--- src/rtl/uart_rx_fifo.sv ---
// Byte FIFO behind the UART receiver: one write per rx_end rising edge, FWFT read visible right after the write edge.
// When full, rx_en_out drops to hold off new frames; a byte that still arrives is dropped and latched as a sticky overrun.
module uart_rx_fifo #(
  parameter int DEPTH  = 16,
  parameter int ADDR_W = 4
) (
  input  logic              clk,
  input  logic              rst_n,
  input  logic [7:0]        rx_data,
  input  logic              rx_end,
  output logic              rx_en_out,
  input  logic              en,
  input  logic              rd_en,
  output logic [7:0]        rd_data,
  output logic              empty,
  output logic              full,
  output logic [ADDR_W:0]   count,
  output logic              overrun,
  input  logic              overrun_clr,
  input  logic              int_en,
  output logic              int_req
);

  logic [7:0]        mem [DEPTH];
  logic [ADDR_W-1:0] wr_ptr;
  logic [ADDR_W-1:0] rd_ptr;
  logic [ADDR_W:0]   count_q;
  logic              rx_end_d;
  logic              overrun_q;
  logic              wr_req;
  logic              rd_ok;
  logic              wr_ok;

  assign empty     = (count_q == '0);
  assign full      = (count_q == (ADDR_W+1)'(DEPTH));
  assign count     = count_q;
  assign overrun   = overrun_q;
  assign wr_req    = rx_end & ~rx_end_d;
  assign rd_ok     = rd_en & ~empty;
  // A pop in the same cycle frees the slot, so a full FIFO can still accept.
  assign wr_ok     = wr_req & (~full | rd_ok);
  assign rd_data   = empty ? 8'h00 : mem[rd_ptr];
  assign rx_en_out = en & ~full;
  assign int_req   = int_en & (~empty | overrun_q);

  always_ff @(posedge clk) begin
    if (wr_ok) begin
      mem[wr_ptr] <= rx_data;
    end
  end

  always_ff @(posedge clk or negedge rst_n) begin
    if (!rst_n) begin
      wr_ptr    <= '0;
      rd_ptr    <= '0;
      count_q   <= '0;
      rx_end_d  <= 1'b0;
      overrun_q <= 1'b0;
    end else begin
      rx_end_d <= rx_end;
      if (wr_ok) begin
        wr_ptr <= wr_ptr + ADDR_W'(1);
      end
      if (rd_ok) begin
        rd_ptr <= rd_ptr + ADDR_W'(1);
      end
      case ({wr_ok, rd_ok})
        2'b10:   count_q <= count_q + (ADDR_W+1)'(1);
        2'b01:   count_q <= count_q - (ADDR_W+1)'(1);
        default: count_q <= count_q;
      endcase
      // Setting wins over a same-cycle clear so no drop goes unreported.
      if (wr_req & full & ~rd_ok) begin
        overrun_q <= 1'b1;
      end else if (overrun_clr) begin
        overrun_q <= 1'b0;
      end
    end
  end

endmodule

--- config.mk ---
export PLATFORM = sky130hd
export DESIGN_NAME = uart_rx_fifo
export DESIGN_NICKNAME = d
export VERILOG_FILES = /design/src/rtl/uart_rx_fifo.sv
export SDC_FILE = /design/constraint.sdc
export NUM_CORES = 1
export LEC_CHECK = 0
export CAP_MARGIN = 20
export CORE_UTILIZATION = 40
export DETAILED_ROUTE_END_ITERATION = 8
export GPL_TIMING_DRIVEN = 0
export PLACE_DENSITY = 0.66
export SLEW_MARGIN = 20
export SYNTH_ARGS = -nofsm -noshare
export SYNTH_HDL_FRONTEND = slang
export SYNTH_SLANG_ARGS = --single-unit
--- constraint.sdc ---
create_clock -name clk -period 6.7 [get_ports clk]
set_input_delay 1.34 -clock clk [delete_from_list [all_inputs] [get_ports clk]]
set_output_delay 1.34 -clock clk [all_outputs]
set_load 0.01 [all_outputs]
==> results.ini <==
[synthesis]
ys_ff_latch = 143
yosys_warnings = 0
ys_seq_area_share_pct = 72.08
syn_area_per_cell_um2 = 19.38
synth_top_area_share_pct = 65.67
syn_area_um2 = 5853
synthesis.nets = 324
synth_top_cell_by_area = edfxtp_1
synth_area_leaders = edfxtp_1 (66%), mux4_2 (12%), dfrtp_1 (6.4%)
synth.distinct_cells = 41
synthCells = 302

[power]
p_int_mw = 2.056
p_switching_mw = 0.8403
leakagePower_nw = 2.330
vdd_drop_max_v = 0.0001994
p_comb_share_pct = 32.1
power.share.switching_pct = 29.01
p_per_area_nw_per_um2 = 417.5
p_clk_share_pct = 29.8
seq_power_share_pct = 38.1

[run]
max-cap-violations = 0

[setup_path]
cp_top_family = buffers and inverters
critPathLaunchType = flop
cp-end-kind = primary output
r2r_slack_ps = 3970
critical_path_class = reg -> out
worstPathArrival_ps = 3110
crit_cells = 6
startpoint = rd_ptr[0]
slowest_stage = mux4_2
crit_buf_inv = 3
rr_worst_depth = 10
cp-endpoint = rd_data[0]
path_cells = clkbuf_1 > buf_2 > mux4_2 > mux2i_1 > o22ai_1 > clkdlybuf4s50_1
r2r-end = count[4]
r2r-start = count[1]
max_stage_delay_ps = 570
critPathMaxFanout = 10
worst-endpoint-required_ps = 5360

[route]
vias_per_cell = 5.357
drt_iter0_markers = 269
ant_nets = 0
first_pass_iters = 4
routed_wirelength_um = 11500
routedWlPerCell_um = 21.07
drc = 0
vias = 2925

[grt]
grt_pass1_vias = 3092
gr-total-overflow = 0
grt_max_degree = 17
grtUsageMet3_pct = 4.105
grt_pass1_wl_um = 17860
grtUsageMet2_pct = 28.34
grt_usage_pct = 17.11
antenna_found_initial = 0
met1_usage_pct = 21.51
gr-max-usage-layer = met2

[clock_network]
cts_tree = done
cts_made_buffers = 17
worstSkewPairLatency_ps = 420
cts_setup_buffers = 0
clk_pin_slew_ps = 50
htree_levels = 4
clockRootBuffer = clkbuf_16
ctsResizeCount = 0
clk_path_buf_depth = 2
ctsHoldBuffers = 0
clock-sinks = 143

[placement]
gp_congestion = 0.7681
dpl_worst_slack_ps = 2636
dp_hpwl_um = 7443
portBuffers = 32
dpl-instance-area_um2 = 6399

[sta]
setup_tns_ps = 0
finalCritPeriodShare_pct = 66.37
maxSlewHeadroom_pct = 39.46
finalSetupViolCount = 0
setup_ws_ps = 2253
timing.fmax_mhz = 224.9
rsz0062_at_grt = no
worstMarginPinSlew_ps = 908.2
drv_slew = 0
skew_ps = 5.369
fin_crit_ps = 4447
hold_slack_ps = 524.9
hold_viol = 0

[floorplanning]
dieArea_um2 = 15120
die_h_um = 123.0
io_pins = 33
start_util_pct = 41.52
die_x_um = 123.0
fp-row-count = 43
fp.coreArea_um2 = 14100

[finish]
fin_area_um2 = 6937
area_growth_pct = 18.51
fill_cells = 1176
diodes = 0
regArea_um2 = 4219
multi_input_area_um2 = 1536
nNetsFinal = 375
final_util_pct = 49.21
drive_gt1_share_pct = 18.03

[min_path]
hp-class = reg -> reg
hold_start = rd_ptr[2]

[run_status]
status = complete, no violations

-- Yosys cell counts (all sizes together) --
cell type    n
o211ai       1
or2          1
o32ai        1
nand3        4
or4          1
a21oi        2
nor3         1
nor3b        1
nand2        8
o211a        1
mux2         1
and3         2
nand2b       1
nor2         4
nor2b        5
a211o        1
dfrtp       15
mux2i       17
xor2         2
mux4        32
ha           7
inv          4
o31a         1
o21ai        6
and2        12
buf          7
nor4         2
and4         4
xnor2        8
o22ai        8
edfxtp     128
a21o         1
and3b        1
a21boi       1
nand4        2
clkbuf       9
-- power by group through the flow --
| stage | Sequential, mW | Clock (mW) | Combinational (mW) |
|---|---|---|---|
| finish | 1.10 | 0.863 | 0.929 |
| global route | 1.11 | 0.910 | 1.01 |
| CTS | 1.10 | 0.874 | 0.945 |
| detailed placement | 1.12 | 0 | 0.938 |
| global placement | 1.12 | 0 | 0.925 |
| floorplan | 1.12 | 0 | 0.606 |
-- registers in the layout, indices dropped and copies added (netlist names) --
signal	cells
wr_ptr	4
rx_end_d	1
count	5
rd_ptr	4
overrun	1
mem	128
-- per-layer routing --
metal  vias to the layer above  wire (µm)
met5                         -          0
met4                         0        101
met1                      1500       4863
met2                        91       5768
met3                        10        769
li1                       1324          -
-- worst register-to-register path: stages (launching register included) --
cell     delay [ps]
dfrtp_1         400
buf_6           140
or4_4           470
buf_6           150
o211a_4         250
xor2_1          140
ha_1            220
o31a_1          240
nor3_1          210
o32ai_1         120
a211o_1         280
-- kinds of logic (layout without fill, tap and decap cells) --
| family | Yosys count | count (layout) | share of synthesized area [%] |
|---|---|---|---|
| flip-flops | 143 | 143 | 72.08 |
| multiplexers | 50 | 50 | 15.48 |
| AND/OR/NAND/NOR | 49 | 49 | 4.981 |
| AO/OA/AOI/OAI | 23 | 23 | 2.800 |
| buffers and inverters | 20 | 84 | 1.667 |
| XOR/XNOR | 10 | 10 | 1.496 |
| adder cells (fa/ha/maj) | 7 | 7 | 1.496 |
-- stage by stage --
| step | total power, mW | instances |
|---|---|---|
| after detailed placement | 2.059 | 514 |
| after global placement | 2.041 | 514 |
| after floorplan | 1.722 | 302 |
| final | 2.896 | 546 |
| after global routing | 3.035 | 546 |
| after CTS | 2.923 | 546 |
-- worst min path at each step --
stage | end | slack [ps] | cells after the start
after global placement | rd_ptr[2] | 500 | 1
after detailed placement | rd_ptr[2] | 520 | 1
after floorplan | rd_ptr[2] | 480 | 1
final | rd_ptr[2] | 520 | 1
after global routing | rd_ptr[2] | 560 | 1
after CTS | rd_ptr[2] | 530 | 1
-- final cells by class --
type / count / area share, %
Buffer: 16 / 1.190
Clock buffer: 21 / 6.349
Clock inverter: 11 / 1.407
Inverter: 4 / 0.2165
Multi-Input combinational cell: 139 / 22.15
Sequential cell: 143 / 60.82
Tap cell: 180 / 3.247
Timing Repair Buffer: 32 / 4.618
-- placed cells by master (no fill, tap or decap), types with 2 or more instances in the layout --
cell / n
edfxtp_1: 128
mux4_2: 32
clkdlybuf4s50_1: 32
mux2i_1: 17
clkbuf_16: 17
dfrtp_1: 15
clkbuf_1: 13
and2_1: 12
o22ai_1: 8
nand2_1: 8
xnor2_1: 8
ha_1: 7
clkinv_1: 6
nor2b_1: 5
inv_1: 4
and4_1: 4
nand3_1: 4
nor2_1: 3
o21ai_1: 3
buf_2: 3
o21ai_0: 3
clkinv_2: 3
buf_6: 2
xor2_1: 2
nor4_1: 2
a21oi_1: 2
nand4_1: 2
and3_1: 2
bufinv_16: 2
Note: power is estimated with default switching activity, not from simulation.
